**config.mk**
```make
export PLATFORM = sky130hd
export DESIGN_NAME = button_debouncer_flat
export DESIGN_NICKNAME = d
export VERILOG_FILES = /design/src/rtl/button_debouncer_if.sv /design/src/rtl/button_debouncer.sv /design/src/flat_wrapper.sv
export SDC_FILE = /design/constraint.sdc
export NUM_CORES = 1
export LEC_CHECK = 0
export ABC_CLOCK_PERIOD_IN_PS = 2300
export BUFFER_PORTS_ARGS = -buffer_cell sky130_fd_sc_hd__buf_2
export CORE_AREA = 3 3 56 58
export CTS_CLUSTER_SIZE = 14
export DETAILED_ROUTE_END_ITERATION = 10
export DIE_AREA = 0 0 59 61
export GPL_TIMING_DRIVEN = 0
export PLACE_DENSITY = 0.54
export SLEW_MARGIN = 20
export SYNTH_ARGS = -nofsm -noshare
export SYNTH_HDL_FRONTEND = slang
export SYNTH_SLANG_ARGS = --single-unit
```
**constraint.sdc**
```tcl
create_clock -name clk -period 2.3 [get_ports clk]
set_clock_uncertainty 0.1 [all_clocks]
set_input_delay 0.23 -clock clk [delete_from_list [all_inputs] [get_ports clk]]
set_output_delay 0.23 -clock clk [all_outputs]
set_load 0.005 [all_outputs]
```
**src/rtl/button_debouncer_if.sv**
```systemverilog
`default_nettype none
// ============================================================================
// Module   : button_debouncer_if
// Purpose  : Groups the data-side signals of the button debouncer.
//            The master drives the raw input and the count-clear strobe;
//            the slave (the debouncer) returns the cleaned level, the
//            qualification-in-progress flag and the bounce counter.
// Signals  : i_in            raw asynchronous input (may bounce)
//            i_clear_count   synchronous clear of o_bounce_count
//            o_out           debounced, registered level
//            o_busy          1 while a candidate transition is qualified
//            o_bounce_count  saturating count of aborted transitions
// Revision : 1.0 - initial release
// ============================================================================
interface button_debouncer_if #(
   parameter int COUNT_W = 8
);
   logic               i_in;
   logic               i_clear_count;
   logic               o_out;
   logic               o_busy;
   logic [COUNT_W-1:0] o_bounce_count;

   modport master (
      output i_in,
      output i_clear_count,
      input  o_out,
      input  o_busy,
      input  o_bounce_count
   );

   modport slave (
      input  i_in,
      input  i_clear_count,
      output o_out,
      output o_busy,
      output o_bounce_count
   );
endinterface
`default_nettype wire

```
**src/rtl/button_debouncer.sv**
```systemverilog
`default_nettype none
// ============================================================================
// Module   : button_debouncer
// Purpose  : Synchronises a raw bouncing input into clk and only accepts a
//            level change after it has been stable for BOUNCE_CYCLES
//            consecutive cycles. Aborted candidate transitions are counted
//            in a saturating counter for board bring-up.
// Ports    : clk   system clock, all state on posedge
//            rst   asynchronous active-low reset (0 = reset)
//            bus   button_debouncer_if.slave (i_in, i_clear_count,
//                  o_out, o_busy, o_bounce_count)
// Revision : 1.0 - initial release
// ============================================================================
module button_debouncer #(
   parameter int SYNC_STAGES   = 2,
   parameter int BOUNCE_CYCLES = 8,
   parameter int COUNT_W       = 8
) (
   input  wire logic           clk,
   input  wire logic           rst,
   button_debouncer_if.slave   bus
);

   localparam int                 CNT_W       = $clog2(BOUNCE_CYCLES + 1);
   localparam logic [CNT_W-1:0]   c_CNT_LAST  = CNT_W'(BOUNCE_CYCLES - 1);
   localparam logic [COUNT_W-1:0] c_COUNT_MAX = '1;

   typedef enum logic [1:0] {
      ST_STABLE_LOW   = 2'd0,
      ST_PENDING_HIGH = 2'd1,
      ST_STABLE_HIGH  = 2'd2,
      ST_PENDING_LOW  = 2'd3
   } state_t;

   generate
      if (SYNC_STAGES < 2) begin : g_bad_sync
         $error("button_debouncer: SYNC_STAGES must be >= 2");
      end
      if (BOUNCE_CYCLES < 1) begin : g_bad_bounce
         $error("button_debouncer: BOUNCE_CYCLES must be >= 1");
      end
   endgenerate

   logic [SYNC_STAGES-1:0] r_sync;
   state_t                 r_state;
   logic [CNT_W-1:0]       r_cnt;
   logic                   r_out;
   logic                   r_busy;
   logic [COUNT_W-1:0]     r_bounce_count;

   logic                   w_sync;
   state_t                 w_state_nxt;
   logic [CNT_W-1:0]       w_cnt_nxt;
   logic                   w_out_nxt;
   logic                   w_busy_nxt;
   logic                   w_abort;
   logic [COUNT_W-1:0]     w_count_nxt;

   // Only the last synchroniser stage is ever looked at by the FSM.
   assign w_sync = r_sync[SYNC_STAGES-1];

   always_ff @(posedge clk or negedge rst) begin
      if (!rst) begin
         r_sync <= '0;
      end else begin
         r_sync <= {r_sync[SYNC_STAGES-2:0], bus.i_in};
      end
   end

   // Next-state logic. A reversal while pending returns to the stable state
   // we came from, so qualification always restarts from scratch.
   always_comb begin
      w_state_nxt = r_state;
      w_cnt_nxt   = r_cnt;
      w_out_nxt   = r_out;
      w_abort     = 1'b0;
      case (r_state)
         ST_STABLE_LOW: begin
            w_out_nxt = 1'b0;
            if (w_sync) begin
               w_state_nxt = ST_PENDING_HIGH;
               w_cnt_nxt   = '0;
            end
         end
         ST_PENDING_HIGH: begin
            if (!w_sync) begin
               w_state_nxt = ST_STABLE_LOW;
               w_abort     = 1'b1;
            end else if (r_cnt == c_CNT_LAST) begin
               w_state_nxt = ST_STABLE_HIGH;
               w_out_nxt   = 1'b1;
            end else begin
               w_cnt_nxt   = r_cnt + CNT_W'(1);
            end
         end
         ST_STABLE_HIGH: begin
            w_out_nxt = 1'b1;
            if (!w_sync) begin
               w_state_nxt = ST_PENDING_LOW;
               w_cnt_nxt   = '0;
            end
         end
         ST_PENDING_LOW: begin
            if (w_sync) begin
               w_state_nxt = ST_STABLE_HIGH;
               w_abort     = 1'b1;
            end else if (r_cnt == c_CNT_LAST) begin
               w_state_nxt = ST_STABLE_LOW;
               w_out_nxt   = 1'b0;
            end else begin
               w_cnt_nxt   = r_cnt + CNT_W'(1);
            end
         end
         default: begin
            w_state_nxt = ST_STABLE_LOW;
            w_cnt_nxt   = '0;
            w_out_nxt   = 1'b0;
         end
      endcase

      // busy is registered from the next state so it tracks PENDING_* exactly
      w_busy_nxt = (w_state_nxt == ST_PENDING_HIGH) ||
                   (w_state_nxt == ST_PENDING_LOW);

      // Clear wins over a simultaneous abort; the counter never wraps.
      w_count_nxt = r_bounce_count;
      if (bus.i_clear_count) begin
         w_count_nxt = '0;
      end else if (w_abort && (r_bounce_count != c_COUNT_MAX)) begin
         w_count_nxt = r_bounce_count + COUNT_W'(1);
      end
   end

   always_ff @(posedge clk or negedge rst) begin
      if (!rst) begin
         r_state        <= ST_STABLE_LOW;
         r_cnt          <= '0;
         r_out          <= 1'b0;
         r_busy         <= 1'b0;
         r_bounce_count <= '0;
      end else begin
         r_state        <= w_state_nxt;
         r_cnt          <= w_cnt_nxt;
         r_out          <= w_out_nxt;
         r_busy         <= w_busy_nxt;
         r_bounce_count <= w_count_nxt;
      end
   end

   assign bus.o_out          = r_out;
   assign bus.o_busy         = r_busy;
   assign bus.o_bounce_count = r_bounce_count;

endmodule
`default_nettype wire

```
**src/flat_wrapper.sv**
```systemverilog
// flat-port wrapper written by rule: the top's interface ports become plain ports
module button_debouncer_flat 
#(
   parameter int SYNC_STAGES   = 2,
   parameter int BOUNCE_CYCLES = 8,
   parameter int COUNT_W       = 8
)
  (clk, rst, bus_i_in, bus_i_clear_count, bus_o_out, bus_o_busy, bus_o_bounce_count);
  button_debouncer_if #(.COUNT_W(COUNT_W)) bus_i ();
  input  wire logic clk;
  input  wire logic rst;
  input wire logic [$bits(bus_i.i_in)-1:0] bus_i_in;
  input wire logic [$bits(bus_i.i_clear_count)-1:0] bus_i_clear_count;
  output wire logic [$bits(bus_i.o_out)-1:0] bus_o_out;
  output wire logic [$bits(bus_i.o_busy)-1:0] bus_o_busy;
  output wire logic [$bits(bus_i.o_bounce_count)-1:0] bus_o_bounce_count;
  assign bus_i.i_in = bus_i_in;
  assign bus_i.i_clear_count = bus_i_clear_count;
  assign bus_o_out = bus_i.o_out;
  assign bus_o_busy = bus_i.o_busy;
  assign bus_o_bounce_count = bus_i.o_bounce_count;
  button_debouncer #(.SYNC_STAGES(SYNC_STAGES), .BOUNCE_CYCLES(BOUNCE_CYCLES), .COUNT_W(COUNT_W)) u_core (.clk(clk), .rst(rst), .bus(bus_i));
endmodule
```
==> results of run 1 <==
==> layout by cell type (no fill, tap or decap), drive strengths merged, types with 3 or more instances in the layout <==
cell type	Yosys	routed
inv	4	4
nor4	3	3
mux2	3	3
nor2	11	11
nand3	7	7
a211oi	3	3
buf	4	16
dfrtp	18	18
o21ai	4	4
clkbuf	0	4
nor3	4	4
a21oi	8	8
nand2	5	5
ha	6	6
==> layer usage <==
layer | up-vias | part of all wire [%]
li1 | 432 | -
met1 | 398 | 50
met2 | 9 | 47
met3 | 2 | 2.5
met4 | 0 | 0.92
met5 | - | 0
==> report_power, final <==
part	switching, uW	internal, uW	total, uW	leakage, uW
combinational	264	232	496	0.000284
sequential	61.3	386	447	0.000237
clock	99.1	96.3	195	0.0000210
==> cells by family after synthesis <==
| family | Yosys count | share of synthesized area [%] |
|---|---|---|
| adder cells (fa/ha/maj) | 6 | 7.17 |
| AND/OR/NAND/NOR | 38 | 19.2 |
| XOR/XNOR | 2 | 1.67 |
| buffers and inverters | 8 | 4.06 |
| multiplexers | 5 | 5.14 |
| AO/OA/AOI/OAI | 29 | 19.7 |
| flip-flops | 18 | 43.0 |
==> area by class of cell <==
class	count	area [sq um]
timing repair buffer	14	80.1
clock buffer	4	36.3
inverter	4	15.0
sequential	18	450
tap	31	38.8
fill	278	1510
multi-input combinational	80	554
buffer	4	27.5
==> state kept, by name, indices dropped and copies added (netlist names) <==
| signal | count |
|---|---|
| u_core.bus.o_busy | 1 |
| u_core.bus.o_out | 1 |
| u_core.bus.o_bounce_count | 8 |
| u_core.r_state | 2 |
| u_core.r_sync | 2 |
| u_core.r_cnt | 4 |
==> metrics by stage <==
step	utilization [%]	area, sq um
floorplan	-	1050
global placement	42.3	1150
detailed placement	42.3	1150
CTS	44.4	1200
global route	44.4	1200
finish	44.4	1200
==> path summary, 6_finish.rpt <==
path | slack [ns] | to | from | cells after the start
max reg2reg | 0.32 | u_core.r_cnt[2]$_DFFE_PN0P_ | u_core.r_state[0]$_DFF_PN0_ | 5
min | 0.18 | u_core.bus.o_bounce_count[1]$_DFFE_PN0P_ | bus_i_clear_count | 2
min reg2reg | 0.26 | u_core.r_sync[1]$_DFF_PN0_ | u_core.r_sync[0]$_DFF_PN0_ | 0
min in group asynchronous | 0.29 | u_core.r_cnt[1]$_DFFE_PN0P_ | rst | 2
max in group asynchronous | 1.52 | u_core.r_sync[1]$_DFF_PN0_ | rst | 2
max | 0.32 | u_core.r_cnt[2]$_DFFE_PN0P_ | u_core.r_state[0]$_DFF_PN0_ | 5
==> repair_timing <==
item	CTS	global route
resized for setup	0	0
hold endpoints to repair	19	0
hold buffers	2	0
==> key figures, run 1 <==
Outcome
  • Status: finished clean

Clocking
  • CTS clk-pin slew, worst paths: roughly 0.1 ns
  • H-tree Lvls: 1
  • Number of buffers created by CTS: 3
  • CTS tree: built
  • Later-pin clock latency in the skew report: slightly below 0.3 ns
  • Setup bufs post-CTS: 0
  • Root Driver: clkbuf_4
  • Max Root-Sink Buffers: 2
  • Clk sinks: 18

Synthesis
  • Post-synthesis register bit count: 18
  • Number of flops mapped to enable cells by yosys: 0
  • Post-synth top cells: dfrtp_1, nor2_1, a21oi_1, nand3_1, ha_1
  • Post-Syn Area: roughly 0.0010 sq mm
  • Synthesized area per cell: between 9 and 10 sq um
  • Warnings, synthesis: 0
  • Area leader, netlist: dfrtp_1
  • Ys async rst share: 100%
  • Synth unique cells: 42
  • Top cell type's share of synthesized area: 43.0%
  • Cells after Synth: roughly 110
  • Synth Flop Type: dfrtp_1
  • Synth top area cells: dfrtp_1, ha_1, nor2_1
  • Mapped Nets: 116
  • Top-count cell post-synth: dfrtp_1
  • Register area share after synthesis: between 40 and 50%

Worst setup path
  • Startpoint types: register
  • CP max FO: 6
  • Worst path bufs/invs: 1
  • Slowest stage cell, crit path: a2111oi_0
  • Crit-path cells: inv_1 -> ha_1 -> nor2b_1 -> a2111oi_0 -> nor3_1
  • Crit path DAT: 2.03 ns
  • Crit Path Class: reg2reg
  • CP max stage delay: approximately 0.60 ns
  • Worst path top cell family by delay: compound AO/OA/AOI/OAI gates
  • CP required: between 2 and 2.5 ns
  • CP Capture Type: register

Route
  • Drt first pass iters: 4
  • Routed length per instance: 13.3 microns
  • Initial DRC count: 12
  • DRC: 0
  • Post-route ant nets: 0
  • Via count: between 800 and 900
  • Vias/cell: between 5 and 6
  • Total Wirelength: a little over 2 mm

Die
  • # rows: 19
  • IO Count: 14
  • Die area: around 0.0036 sq mm
  • Chip height: a little over 60 microns
  • Core area: approximately 0.0027 sq mm
  • Die W: around 59 microns
  • Initial Utilization: approximately two fifths

Power
  • Total power: between 1000 and 1500 uW
  • Total power per unit cell area: 947 mW/mm^2
  • Peak supply drop: roughly 0.57 mV
  • LEAKAGE: 0.000542 uW

Timing
  • Final hold viol count: 0
  • Final hold slack: 0.179 ns
  • PnR worst setup slack: 0.325 ns
  • Fmax: between 500 and 600 MHz
  • Crit share post-route: 85.9%
  • Setup TNS: 0 ns
  • RSZ-0062 raised after global routing: no
  • Final min period: a little under 2 ns
  • Relative slew slack: a little under three fifths
  • Fin. max-slew vios: 0
  • Slew @ Worst Pin: 0.630 ns
  • Final setup fails: 0

Placement
  • Dpl hpwl: 1.52 mm
  • Post-place setup slack: 0.333 ns
  • IO buf count: 12
  • Placer Congestion: 0.805
  • Post-Place Cells: about 150

Min path
  • Hold crit path type: in2reg

Finish
  • Antenna Cells: 0
  • Share of layout cells above drive strength 1: about a fifth
  • Fin cells: 155
  • Final Net Count: about 140
  • Layout Area Growth over Synthesis: 14.8%

Global routing
  • GRT met2 Usage: a little over a fifth
  • Global-route wire length before repair: 3.64 mm
  • Grt peak-use layer: met2
  • GRT overflow: 0
  • Initial antenna violation count: 0
  • Largest net degree at the start of global routing: 19
  • GR Util met3: 1.91%
  • GRT Total Usage: 13.4%
  • Vias in the first global route: a little under 800
  • Met1 Use GR: 18.0%

Run
  • Max_cap viols: 0
No activity file was read; power rests on OpenSTA's default activity.
==> run 2: changes to the inputs <==
- ABC_AREA: not set -> 1
==> run 2 against run 1 <==
Core utilization is 0.97 points higher. Via count is 10% higher. Clock-buffer cell count stayed put. Total power is 20% lower. Cell count is 26% higher. Setup slack better by 0.41 ns. Global-route usage is 0.62 points higher. Critical endpoint is now u_core.r_cnt[0]$_DFFE_PN0P_. Non-clock buffer count is 3 lower. Area after synthesis is 2.0% higher. Synthesized cell count is 38% higher. First-iteration DRC count grew to 2.6 times the previous value.
==> key figures, run 2 <==
Die
  • Core area: 0.00271 sq mm
  • IO Count: 14
  • Chip height: a little over 60 microns
  • Die W: slightly below 60 microns
  • Die area: between 0.003 and 0.004 sq mm
  • # rows: 19
  • Initial Utilization: between 30% and 40%

Worst setup path
  • CP required: ~2.4 ns
  • Crit-path cells: inv_1 -> ha_1 -> nor2_1 -> o21ai_2 -> nand2_1 -> o21ai_0
  • Slowest stage cell, crit path: dfrtp_1
  • Worst path top cell family by delay: flip-flops
  • Crit path DAT: approximately 1.6 ns
  • Startpoint types: register
  • CP max stage delay: ~0.41 ns
  • Crit Path Class: reg2reg
  • CP max FO: 5
  • CP Capture Type: register
  • Worst path bufs/invs: 1

Clocking
  • Max Root-Sink Buffers: 2
  • CTS clk-pin slew, worst paths: between 0.1 and 0.15 ns
  • Clk sinks: 18
  • Number of buffers created by CTS: 3
  • Root Driver: clkbuf_4
  • CTS tree: built
  • Resize count post-CTS: 0
  • H-tree Lvls: 1
  • Later-pin clock latency in the skew report: 0.29 ns

Global routing
  • GRT Total Usage: 14.1%
  • GRT overflow: 0
  • Global-route wire length before repair: between 3 and 4 mm
  • Vias in the first global route: slightly above 900
  • Initial antenna violation count: 0
  • Largest net degree at the start of global routing: 19

Synthesis
  • Cells after Synth: around 150
  • Post-Syn Area: 0.00107 sq mm
  • Post-synthesis register bit count: 18
  • Number of flops mapped to enable cells by yosys: 0
  • Post-synth top cells: nand2_1, dfrtp_1, inv_1
  • Mapped Nets: roughly 160
  • Synth top area cells: dfrtp_1, nand2_1, ha_1
  • Top-count cell post-synth: nand2_1
  • Top cell type's share of synthesized area: a little over two fifths
  • Register area share after synthesis: a little over two fifths
  • Synth unique cells: 20
  • Ys async rst share: 100%
  • Synthesized area per cell: 7.32 sq um
  • Synth Flop Type: dfrtp_1
  • Area leader, netlist: dfrtp_1
  • Warnings, synthesis: 0

Timing
  • Crit share post-route: 68.1%
  • Slew @ Worst Pin: about 0.41 ns
  • Final setup fails: 0
  • RSZ-0062 raised after global routing: no
  • Relative slew slack: approximately 72%
  • Setup TNS: 0 ns
  • Final min period: approximately 1.6 ns
  • Fin. max-slew vios: 0
  • Final hold viol count: 0
  • Fmax: ~640 MHz

Finish
  • Leading cell type in the layout, fill and taps excluded: nand2_1
  • Layout Area Growth over Synthesis: 15.0%
  • Layout fillers: 308
  • Final Net Count: around 180
  • Commonest non-fill, non-tap cells in the layout: nand2_1, dfrtp_1, inv_1
  • Finished layout cell area: between 0.001 and 0.0015 sq mm
  • Share of layout cells above drive strength 1: a little under a fifth
  • Area occupied by multi-input gates: about 540 sq um
  • Antenna Cells: 0
  • Register area: approximately 450 sq um
  • Number of flip-flops in the largest register: 8

Power
  • LEAKAGE: 0.000693 uW
  • Peak supply drop: about 0.36 mV
  • Total power per unit cell area: roughly 740 mW/mm^2

Placement
  • Placed instance area: roughly 0.0012 sq mm
  • Dpl hpwl: around 1.6 mm
  • IO buf count: 13
  • Placer Congestion: slightly above 0.8

Route
  • Total Wirelength: between 2 and 2.5 mm
  • Vias/cell: 4.73
  • Via count: 928
  • Drt first pass iters: 4
  • Routed length per instance: between 10 and 15 microns
  • Initial DRC count: 31
  • DRC: 0
  • Post-route ant nets: 0

Run
  • Max_cap viols: 0

Min path
  • Hold crit path type: reg2reg

Outcome
  • Status: finished clean
==> run 2: changes by cell type after synthesis, moves of 4 or more <==
| cell | previous run | this run |
|---|---|---|
| a21oi_1 | 7 | 3 |
| inv_1 | 4 | 16 |
| nand3_1 | 7 | 13 |
| nand2_1 | 5 | 53 |
| nand2_2 | 0 | 4 |
| inv_2 | 0 | 4 |
==> run 2: worst register-to-register path, stage by stage (launching register included) <==
cell and delay, ns:
dfrtp_1 0.41, inv_1 0.11, ha_1 0.24, nor2_1 0.30, o21ai_2 0.15, nand2_1 0.07
o21ai_0 0.07
==> run 2: path summary, 6_finish.rpt <==
| check | from | end | slack (ns) | cells past startpoint |
|---|---|---|---|---|
| worst max-delay path | u_core.r_state[1]$_DFF_PN0_ | u_core.r_cnt[0]$_DFFE_PN0P_ | 0.73 | 6 |
| worst min-delay path | u_core.r_sync[0]$_DFF_PN0_ | u_core.r_sync[1]$_DFF_PN0_ | 0.27 | 0 |
| worst max register to register | u_core.r_state[1]$_DFF_PN0_ | u_core.r_cnt[0]$_DFFE_PN0P_ | 0.73 | 6 |
| worst min register to register | u_core.r_sync[0]$_DFF_PN0_ | u_core.r_sync[1]$_DFF_PN0_ | 0.27 | 0 |
| max in group asynchronous | rst | u_core.bus.o_bounce_count[5]$_DFFE_PN0P_ | 1.51 | 2 |
| min in group asynchronous | rst | u_core.bus.o_bounce_count[1]$_DFFE_PN0P_ | 0.29 | 2 |
==> run 2: metrics by stage <==
| step | total power [uW] | util (%) | worst slack, ns | hold WS (ns) | cells |
|---|---|---|---|---|---|
| 2_1_floorplan | 631 | - | 0.935 | -0.166 | 146 |
| 3_3_place_gp | 709 | 43.3 | 0.752 | 0.0918 | 190 |
| 3_5_place_dp | 716 | 43.3 | 0.739 | 0.0992 | 190 |
| 4_1_cts | 926 | 45.3 | 0.711 | 0.266 | 196 |
| 5_1_grt | 1000 | 45.3 | 0.611 | 0.278 | 196 |
| 6_report | 907 | 45.3 | 0.735 | 0.268 | 196 |
==> run 2: final cells by class <==
type / count / area share, %
Timing Repair Buffer: 15 / 6.92
Clock buffer: 4 / 2.95
Sequential cell: 18 / 36.7
Multi-Input combinational cell: 107 / 43.9
Inverter: 21 / 6.42
Tap cell: 31 / 3.16
==> run 2: logic make-up after synthesis <==
| kind of cell | synth area share [%] |
|---|---|
| AND/OR/NAND/NOR | 37.1 |
| buffers and inverters | 7.38 |
| flip-flops | 42.2 |
| AO/OA/AOI/OAI | 5.50 |
| adder cells (fa/ha/maj) | 7.03 |
| XOR/XNOR | 0.820 |
==> run 2: metal layers <==
layer	global-route usage, %	wire length [microns]
met5	0	0
met3	3.62	70
met1	17.9	1020
met2	22.7	972
met4	5.83	19
==> run 2: power breakdown <==
part           leakage (uW)  switching (uW)  internal, uW
sequential         0.000239            38.9           366
combinational      0.000432             193           113
clock             0.0000210             100          96.4
total              0.000693             332           575
==> run 2: timing repair <==
| item | CTS | global route |
|---|---|---|
| hold buffers | 2 | 0 |
| buffers inserted | 0 | 0 |
| endpoints found under the hold margin | 19 | 0 |
==> run 3: changes to the inputs <==
- ABC_CLOCK_PERIOD_IN_PS: 2300 -> 1400
- PLACE_DENSITY: 0.54 -> 0.56
- clock period: 2.3 -> 1.4 ns (I/O delays scaled with it)
==> run 3 against run 2 <==
The run now ends with negative setup slack left. Clock-buffer cell count stayed put. Worst hold slack worse by 0.069 ns. Sequential power is 67% higher. Core utilization is 7.0 points higher. Non-clock buffer count is 6 higher. Final area is 15% higher. Highest routed layer unchanged.
==> key figures, run 3 (synthesis gave the netlist of run 2 again) <==
Worst setup path
  • Worst setup path start: u_core.r_state[1]$_DFF_PN0_
  • Slowest stage cell, crit path: dfrtp_2
  • Crit-path cells: inv_4 -> ha_4 -> nand2_4 -> nand2_4 -> nand2_4 -> nand2_4 -> inv_6 -> nand2_2 -> nand2_1
  • Worst setup path end: u_core.bus.o_bounce_count[4]$_DFFE_PN0P_
  • CP Capture Type: register
  • Worst r2r dst: u_core.bus.o_bounce_count[4]$_DFFE_PN0P_
  • CP max stage delay: about 0.49 ns
  • Startpoint types: register
  • Worst path bufs/invs: 2
  • Crit Reg-Reg Startpoint: u_core.r_state[1]$_DFF_PN0_
  • Stages on worst setup path: 9
  • CP required: 1.49 ns
  • Crit-path most repeated cell: nand2_4
  • Crit path DAT: between 1.5 and 2 ns
  • Crit Path Class: reg2reg
  • CP max FO: 6
  • R2R depth: 9
  • Worst R2R Setup Slack: -0.05 ns
  • Worst path top cell family by delay: flip-flops

Route
  • Via count: approximately 1000
  • Post-route ant nets: 0
  • DRC: 0
  • Total Wirelength: approximately 2.4 mm
  • Drt first pass iters: 4
  • Vias/cell: about 5.0
  • Initial DRC count: 19
  • Routed length per instance: 12.1 microns

Clocking
  • CTS clk-pin slew, worst paths: around 0.10 ns
  • Number of buffers created by CTS: 3
  • Max Root-Sink Buffers: 2
  • Root Driver: clkbuf_4
  • Clk sinks: 18
  • CTS tree: built
  • Later-pin clock latency in the skew report: about 0.29 ns
  • H-tree Lvls: 1

Timing
  • Relative slew slack: roughly 72%
  • Final hold viol count: 0
  • Final setup fails: 12
  • Setup TNS: -0.414 ns
  • Final min period: approximately 1.4 ns
  • RSZ-0062 raised after global routing: yes
  • Crit share post-route: 103%
  • Fin. max-slew vios: 0
  • Slew @ Worst Pin: 0.414 ns
  • Final hold slack: 0.199 ns
  • PnR worst setup slack: -0.0453 ns
  • Fmax: a little under 700 MHz

Power
  • Total power per unit cell area: roughly 1300 mW/mm^2
  • Peak supply drop: around 0.71 mV
  • Total power: around 1800 uW
  • LEAKAGE: about 0.00074 uW
  • Clk pwr share: 18.0%
  • Int Pwr: 1110 uW
  • Switching share of power: between 30% and 40%
  • P_sw: between 600 and 700 uW
  • Logic pwr share: approximately 44%
  • Flop pwr share: around 38%

Outcome
  • Status: finished with violations
  • Failing checks: negative setup slack

Die
  • # rows: 19
  • IO Count: 14
  • Initial Utilization: slightly below 40%
  • Core area: roughly 0.0027 sq mm
  • Chip height: ~61 microns
  • Die area: between 0.003 and 0.004 sq mm
  • Die W: roughly 59 microns

Finish
  • Number of flip-flops in the largest register: 8
  • Final Net Count: about 180
  • Commonest non-fill, non-tap cells in the layout: nand2_1, dfrtp_1, inv_1, buf_2, nand3_1
  • Fin cells: 202
  • Layout fillers: 272
  • Antenna Cells: 0
  • Layout Area Growth over Synthesis: 32.8%
  • Leading cell type in the layout, fill and taps excluded: nand2_1
  • Share of layout cells above drive strength 1: roughly a third

Global routing
  • Largest net degree at the start of global routing: 19
  • Global-route wire length before repair: 4.17 mm
  • Vias in the first global route: ~1000
  • GRT overflow: 0
  • GRT Total Usage: ~15%
  • Initial antenna violation count: 0

Placement
  • Post-place setup slack: -0.192 ns
  • Dpl hpwl: ~1.7 mm
  • Placer Congestion: 0.755
  • Post-Place Cells: between 150 and 200
  • IO buf count: 13

Run
  • Max_cap viols: 0

Min path
  • Hold crit path type: in2async
run 3: cell count changes in the layout (fill, tap and decap cells not counted), moves of 2 or more:
cell | before | now
nand2_1 | 53 | 43
nand2_2 | 4 | 10
buf_4 | 0 | 5
ha_1 | 6 | 1
ha_4 | 0 | 4
nand2_4 | 1 | 5
inv_1 | 16 | 13
inv_4 | 0 | 3
dfrtp_1 | 18 | 16
dfrtp_2 | 0 | 2
nor2_4 | 1 | 3
run 3: cell type report:
type	count	area (sq um)	area share, %
timing repair buffer	21	134	9.44
tap	31	38.8	2.73
inverter	21	91.3	6.44
multi-input combinational	107	666	46.9
clock buffer	4	36.3	2.56
sequential	18	453	31.9
run 3: power by group through the flow:
stage	combinational (uW)	clock, uW	sequential, uW
finish	795	323	675
global route	884	359	685
CTS	704	344	662
detailed placement	509	0	679
global placement	489	0	673
floorplan	366	0	670
run 3: metrics by stage:
stage / utilization, % / cell area [sq um]
floorplan: - / 1070
global placement: 43.3 / 1170
detailed placement: 43.3 / 1170
CTS: 49.4 / 1340
global route: 52.4 / 1420
finish: 52.4 / 1420
run 3: repair_timing:
action,CTS,global route
gates cloned,0,0
endpoints found under the setup margin,14,16
hold buffers,2,0
hold endpoints to repair,19,0
resized for setup,22,19
pin swaps,10,6
setup buffers,4,2
run 3: how the worst min path moves through the flow:
stage                     depth (start not counted)  startpoint                                       end  slack (ns)
final                                             2         rst               u_core.r_cnt[0]$_DFFE_PN0P_        0.20
after global routing                              2         rst               u_core.r_cnt[2]$_DFFE_PN0P_        0.23
after CTS                                         2         rst               u_core.r_cnt[2]$_DFFE_PN0P_        0.20
after detailed placement                          1         rst  u_core.bus.o_bounce_count[5]$_DFFE_PN0P_       0.002
after global placement                            1         rst  u_core.bus.o_bounce_count[6]$_DFFE_PN0P_       0.001
after floorplan                                   0         rst  u_core.bus.o_bounce_count[0]$_DFFE_PN0P_       -0.26
run 3: layer usage:
layer | track usage, % | routed length, microns
met4 | 7.12 | 16
met1 | 16.6 | 997
met2 | 29.8 | 1350
met5 | 0 | 0
met3 | 1.91 | 88
